<file path="src/rtl/alu_arbiter.sv">
// Round-robin arbiter sharing one combinational ALU between NUM_REQ requesters.
// Also carries the isa_shared operation encoding, so the design file stands alone.
package isa_shared;
  typedef enum logic [3:0] {
    ALU_NOP = 4'd0,
    ALU_ADD = 4'd1,
    ALU_SUB = 4'd2,
    ALU_AND = 4'd3,
    ALU_OR  = 4'd4,
    ALU_XOR = 4'd5,
    ALU_SLT = 4'd6,
    ALU_SLL = 4'd7,
    ALU_SRL = 4'd8,
    ALU_SRA = 4'd9
  } alu_ops_e;
endpackage

module alu_arbiter
  import isa_shared::*;
#(
  parameter int DATA_WIDTH = 32,
  parameter int NUM_REQ    = 2,
  parameter int ID_W       = $clog2(NUM_REQ)
) (
  input  logic                          clk,
  input  logic                          rst_n,
  input  logic                          en,
  input  logic [NUM_REQ-1:0]            req_valid,
  output logic [NUM_REQ-1:0]            req_ready,
  input  logic [NUM_REQ*DATA_WIDTH-1:0] req_a,
  input  logic [NUM_REQ*DATA_WIDTH-1:0] req_b,
  input  alu_ops_e [NUM_REQ-1:0]        req_op,
  output logic [DATA_WIDTH-1:0]         alu_a,
  output logic [DATA_WIDTH-1:0]         alu_b,
  output alu_ops_e                      alu_op,
  input  logic [DATA_WIDTH-1:0]         alu_result,
  input  logic                          alu_zero,
  input  logic                          alu_carry,
  input  logic                          alu_overflow,
  output logic                          resp_valid,
  output logic [ID_W-1:0]               resp_id,
  output logic [DATA_WIDTH-1:0]         resp_result,
  output logic                          resp_zero,
  output logic                          resp_carry,
  output logic                          resp_overflow
);

  logic [ID_W-1:0]       r_ptr;
  logic                  r_vld_p1;
  logic [ID_W-1:0]       r_id_p1;
  logic [DATA_WIDTH-1:0] r_result_p1;
  logic                  r_zero_p1;
  logic                  r_carry_p1;
  logic                  r_overflow_p1;

  logic                  w_win_vld;
  logic [ID_W-1:0]       w_win_idx;
  logic [ID_W-1:0]       w_cand;
  logic [ID_W-1:0]       w_ptr_nxt;
  int                    w_sum;

  // Stage p0: round-robin search starting at r_ptr; r_ptr never holds a code >= NUM_REQ.
  always_comb begin
    w_win_vld = 1'b0;
    w_win_idx = '0;
    w_cand    = '0;
    w_sum     = 0;
    if (en && rst_n) begin
      for (int k = 0; k < NUM_REQ; k++) begin
        w_sum = int'(r_ptr) + k;
        if (w_sum >= NUM_REQ) w_sum = w_sum - NUM_REQ;
        w_cand = ID_W'(w_sum);
        if (!w_win_vld && req_valid[w_cand]) begin
          w_win_vld = 1'b1;
          w_win_idx = w_cand;
        end
      end
    end
  end

  always_comb begin
    req_ready = '0;
    alu_a     = '0;
    alu_b     = '0;
    alu_op    = ALU_NOP;
    for (int k = 0; k < NUM_REQ; k++) begin
      if (w_win_vld && (w_win_idx == ID_W'(k))) begin
        req_ready[k] = 1'b1;
        alu_a        = req_a[k*DATA_WIDTH +: DATA_WIDTH];
        alu_b        = req_b[k*DATA_WIDTH +: DATA_WIDTH];
        alu_op       = req_op[k];
      end
    end
  end

  always_comb begin
    if (w_win_idx == ID_W'(NUM_REQ - 1)) w_ptr_nxt = '0;
    else                                 w_ptr_nxt = w_win_idx + ID_W'(1);
  end

  // Stage p1: capture the ALU outcome of the accepted request.
  always_ff @(posedge clk) begin
    if (!rst_n) begin
      r_ptr         <= '0;
      r_vld_p1      <= 1'b0;
      r_id_p1       <= '0;
      r_result_p1   <= '0;
      r_zero_p1     <= 1'b0;
      r_carry_p1    <= 1'b0;
      r_overflow_p1 <= 1'b0;
    end else begin
      r_vld_p1 <= w_win_vld;
      if (w_win_vld) begin
        r_ptr         <= w_ptr_nxt;
        r_id_p1       <= w_win_idx;
        r_result_p1   <= alu_result;
        r_zero_p1     <= alu_zero;
        r_carry_p1    <= alu_carry;
        r_overflow_p1 <= alu_overflow;
      end
    end
  end

  assign resp_valid    = r_vld_p1;
  assign resp_id       = r_id_p1;
  assign resp_result   = r_result_p1;
  assign resp_zero     = r_zero_p1;
  assign resp_carry    = r_carry_p1;
  assign resp_overflow = r_overflow_p1;

endmodule

</file>
<file path="config.mk">
export PLATFORM = sky130hd
export DESIGN_NAME = alu_arbiter
export DESIGN_NICKNAME = d
export VERILOG_FILES = /design/src/rtl/alu_arbiter.sv
export SDC_FILE = /design/constraint.sdc
export NUM_CORES = 1
export LEC_CHECK = 0
export CORE_AREA = 2 2 109 111
export DETAILED_ROUTE_END_ITERATION = 10
export DIE_AREA = 0 0 111 113
export GPL_ROUTABILITY_DRIVEN = 0
export SLEW_MARGIN = 0
export SYNTH_ARGS = -nofsm -noshare
export SYNTH_HDL_FRONTEND = slang
export SYNTH_SLANG_ARGS = --single-unit
</file>
<file path="constraint.sdc">
create_clock -name clk -period 2.9 [get_ports clk]
set_clock_uncertainty 0.15 [all_clocks]
set_input_delay 0.725 -clock clk [delete_from_list [all_inputs] [get_ports clk]]
set_output_delay 0.725 -clock clk [all_outputs]
set_load 0.02 [all_outputs]
</file>
Word-level counts from Yosys, hierarchy flattened
Cells that the tools add are included.
{"block": "word_totals", "elab_cells": 45, "out_inout_bits": 107, "ff_bits": 38}
{"block": "classes", "n_reduce_logical": 5, "mux": 24, "n_bitwise": 1, "n_addsub": 4, "order_cmp": 4}
{"op": "$mux W32", "n": 4}
{"op": "$mux W1", "n": 18}
{"op": "$mux W4", "n": 2}
{"op": "$logic_and A1 B1 Y1", "n": 4}
{"op": "$lt A1 B2 Y1 const B", "n": 2}
{"op": "$add A1 B1 Y2 const B", "n": 1}
{"op": "$ge A1 B2 Y1 const B", "n": 1}
{"op": "$ge A2 B2 Y1 const B", "n": 1}
{"op": "$sub A1 B1 Y1 const B", "n": 2}
{"op": "$add A1 B1 Y1 const B", "n": 1}
{"op": "$logic_not A1 Y1", "n": 1}
{"op": "$not A1 Y1", "n": 1}

Longest topological paths before layout
{"block": "depth", "word_depth": 15, "depth_mapped": 5, "mapped_depth_nobuf": 3}

Worst setup path after synthesis
Ideal clock, no wire load.
{"block": "synth_timing", "path_type": "in2out", "start": "input req_valid[0]", "end": "output alu_a[23]", "arrival_ps": 1530, "setup_slack_ps": 495, "path_stages": 4, "path_cell_list": "nand3_1 > a21oi_4 > buf_6 > a22o_1"}
{"block": "synth_via", "elab_chain_cells": 12}
{"element": "start: declaration", "line": "28", "source": "input logic [NUM_REQ-1:0] req_valid,"}
{"element": "$mux W1 (not written as such) (2 in a row)", "line": "73", "source": "if (!w_win_vld && req_valid[w_cand]) begin"}
{"element": "$mux W1", "line": "73"}
{"element": "$mux W1", "line": "68", "source": "if (en && rst_n) begin"}
{"element": "$logic_not A1 Y1", "line": "73"}
{"element": "$logic_and A1 B1 Y1", "line": "73"}
{"element": "$mux W1", "line": "73"}
{"element": "$mux W1", "line": "68"}
{"element": "$not A1 Y1", "line": "87", "source": "if (w_win_vld && (w_win_idx == ID_W'(k))) begin"}
{"element": "$logic_and A1 B1 Y1", "line": "87"}
{"element": "$mux W32", "line": "87"}
{"element": "$mux W32 (*)", "line": "87"}
{"element": "end: declaration", "line": "33", "source": "output logic [DATA_WIDTH-1:0] alu_a,"}
Mark *: on every way between the ends. The rest lies on a longest branch, timed or not. The select of a mux whose other input is x is not followed.

Worst setup path after layout
{"block": "layout_timing", "start": "input req_valid[0]", "end": "output alu_a[30]"}
Same word-level chain as after synthesis.

==> summary.txt <==
Placed design
  – Port bufs: between 200 and 300
  – Dpl ws: -0.636 ns
  – Hpwl dp: 8.82 mm
  – Dpl cells: 661

Clock tree
  – Latest clock arrival within the worst-skew pair: approximately 0.28 ns
  – Clock Sinks: 38
  – Worst-path clk slew: ~0.050 ns
  – CTS Buf Count: 5
  – CTS Buffer Depth: 2
  – H-tree levels: 2
  – CTS root buffer: clkbuf_16
  – CTS tree: yes

Global route
  – Largest net degree at the start of global routing: between 70 and 80
  – First-pass GRT wire length: around 16 mm
  – Initial antenna violation count: 0
  – Total global-route track usage: 0.165
  – GR Overflow Total: 0
  – Vias in the first global route: ~2900

Timing
  – Final min period: about 2.8 ns
  – Final worst-path cycle share: 0.976
  – Final Setup Violations: 0
  – Min setup slack post-route: ~0.07 ns
  – Fin. max-slew vios: 0
  – Final Hold Fails: 0
  – Slew margin rel.: 0.771
  – Worst-margin pin slew: 0.343 ns
  – Fmax: ~350 MHz
  – RSZ-0062 raised after global routing: false

Floorplan
  – Row cnt: 39
  – Starting Density: 0.187
  – # IOs: around 280
  – Full die area: ~13000 µm²
  – Die outline width: ~110 µm
  – Core area: 11300 µm²
  – Chip height: 113 µm

Finish
  – # diodes: 0
  – Final std cells w/o fill: 672
  – Commonest non-fill, non-tap cells in the layout: clkdlybuf4s50_1, nand2_1, a22o_1, buf_2, dfxtp_1
  – Commonest non-fill, non-tap cell in the layout: clkdlybuf4s50_1
  – Share of layout cells above drive strength 1: 0.189
  – Nets: approximately 700
  – Syn-to-layout area delta: 137%

Worst setup path
  – Critical path arrival: just under 2 ns
  – CP Buf/Inv Count: 5
  – R2R Path Start: r_ptr$_SDFFE_PN0P_
  – CP max stage cell: o2111a_2
  – CP cell instances: clkdlybuf4s15_1, inv_1, o2111a_2, buf_12, buf_8, a22o_1, buf_4
  – Worst Setup Path Type: in -> out
  – Worst setup EP type: output pin
  – Largest delay share family, worst path: buffers and inverters
  – Crit path launch type: primary input
  – CP startpoint: req_valid[0]
  – Critical path's largest stage delay: about 0.28 ns
  – CP max FO: 19
  – Worst Path Required: just over 2 ns

Synth
  – Yosys warnings: 0
  – Synth area leaders: dfxtp_1, a22o_1, nand2_1
  – Synthesized area per cell: between 8 and 9 µm²
  – Netlist Area Pre-Place: around 2100 µm²
  – Sequential share of the synthesized area: 0.361
  – Netlist cell types: 16
  – Cell type with the largest total area after synthesis: dfxtp_1
  – Synthesized instance count: about 250
  – Mapped Nets: 423
  – Share of the synthesized area in the top cell type: 0.361
  – Count of state elements after synthesis: 38

Routing
  – Initial DRC count: 107
  – DRT Pass-1 Iters: 4
  – Via count: between 2000 and 3000
  – Wire per inst: 16.2 µm
  – Via-per-instance ratio: around 4.3
  – Total Wirelength: 10.9 mm
  – Post-route DRC: 0
  – Antenna-violating nets left: 0

Worst hold path
  – Hold path start: resp_result[15]$_SDFFE_PN0P_
  – Min-delay worst type: reg -> reg

Power
  – Worst vdd ir: between 0.2 and 0.25 mV
  – Pwr Density: 358 nW/µm²
  – Leakage: between 2 and 2.5 nW

Flow run
  – Max_cap viols: 0

Outcome
  – Status: completed
-- per-layer routing --
metal | GRT usage | vias to the layer above | wire length, µm | share of wire
met5 | 0 | - | 0 | 0
met4 | 0.0317 | 0 | 111 | 0.010
met3 | 0.0525 | 10 | 894 | 0.082
met2 | 0.292 | 149 | 5410 | 0.50
met1 | 0.199 | 1282 | 4440 | 0.41
li1 | - | 1463 | - | -
-- cells in the mapped netlist --
cell type and count:
buf_2 5, buf_6 17, buf_4 2, o21ai_1 21, o2111a_1 1, o211a_1 1, o21bai_1 2, dfxtp_1 38
nand3_1 1, a22o_1 68, inv_1 1, buf_1 1, clkbuf_2 2, o21ai_0 14, nand2_1 72, a21oi_4 1
-- report_power, final --
part	switching, W	internal [W]
clock	0.000200	0.000402
sequential	0.0000180	0.000559
combinational	0.000246	0.000369
total	0.000464	0.00133
-- final timing paths --
kind / depth (start not counted) / endpoint / slack (ns)
max: 7 / alu_a[30] / 0.07
min: 2 / resp_result[15]$_SDFFE_PN0P_ / 0.30
max reg2reg: 4 / resp_id$_SDFFE_PN0P_ / 1.53
min reg2reg: 2 / resp_result[15]$_SDFFE_PN0P_ / 0.30
-- through the flow --
| step | total power [W] | TNS, ns | utilization | hold slack, ns | cell area (µm²) |
|---|---|---|---|---|---|
| after floorplan | 0.000814 | 0 | - | 0.328 | 2110 |
| after CTS | 0.00182 | 0 | 0.444 | 0.297 | 5000 |
| after global placement | 0.00123 | -39.00 | 0.449 | 0.287 | 5060 |
| after detailed placement | 0.00123 | -39.74 | 0.449 | 0.290 | 5060 |
| final | 0.00179 | 0 | 0.444 | 0.298 | 5010 |
| after global routing | 0.00189 | 0 | 0.444 | 0.317 | 5010 |
-- registers in the layout, summed over array words and instances, names as in the netlist --
signal and flops:
resp_valid 1, resp_zero 1, resp_result 32, resp_carry 1
resp_overflow 1, r_ptr 1, resp_id 1
-- worst register-to-register path, cell delays in order (launching register included) --
cell,delay [ns]
dfxtp_1,0.35
o2111a_2,0.31
buf_12,0.14
buf_16,0.15
o21bai_1,0.15
-- area by class of cell --
type                            count  area [µm²]
Tap cell                          143         179
Timing Repair Buffer              301        2790
Multi-Input combinational cell    181        1100
Fill cell                        1141        6270
Clock buffer                        5         125
Clock inverter                      3        40.0
Inverter                            1        3.75
Sequential cell                    38         761
-- timing repair --
| item | 4_1_cts | 5_1_grt |
|---|---|---|
| pin swaps | 1 | 0 |
| gates resized for setup | 295 | 3 |
| gates cloned | 2 | 0 |
| endpoints found under the setup margin | 70 | 7 |
| hold buffers | 0 | 0 |
| buffers inserted | 1 | 0 |
-- cell families after synthesis --
family                 after synthesis  synth area share
and+or+nand+nor                     73             0.131
AOI/OAI and AO/OA                  108             0.391
DFF                                 38             0.361
buffers and inverters               28             0.118
Power figures use the tool's default switching activity.
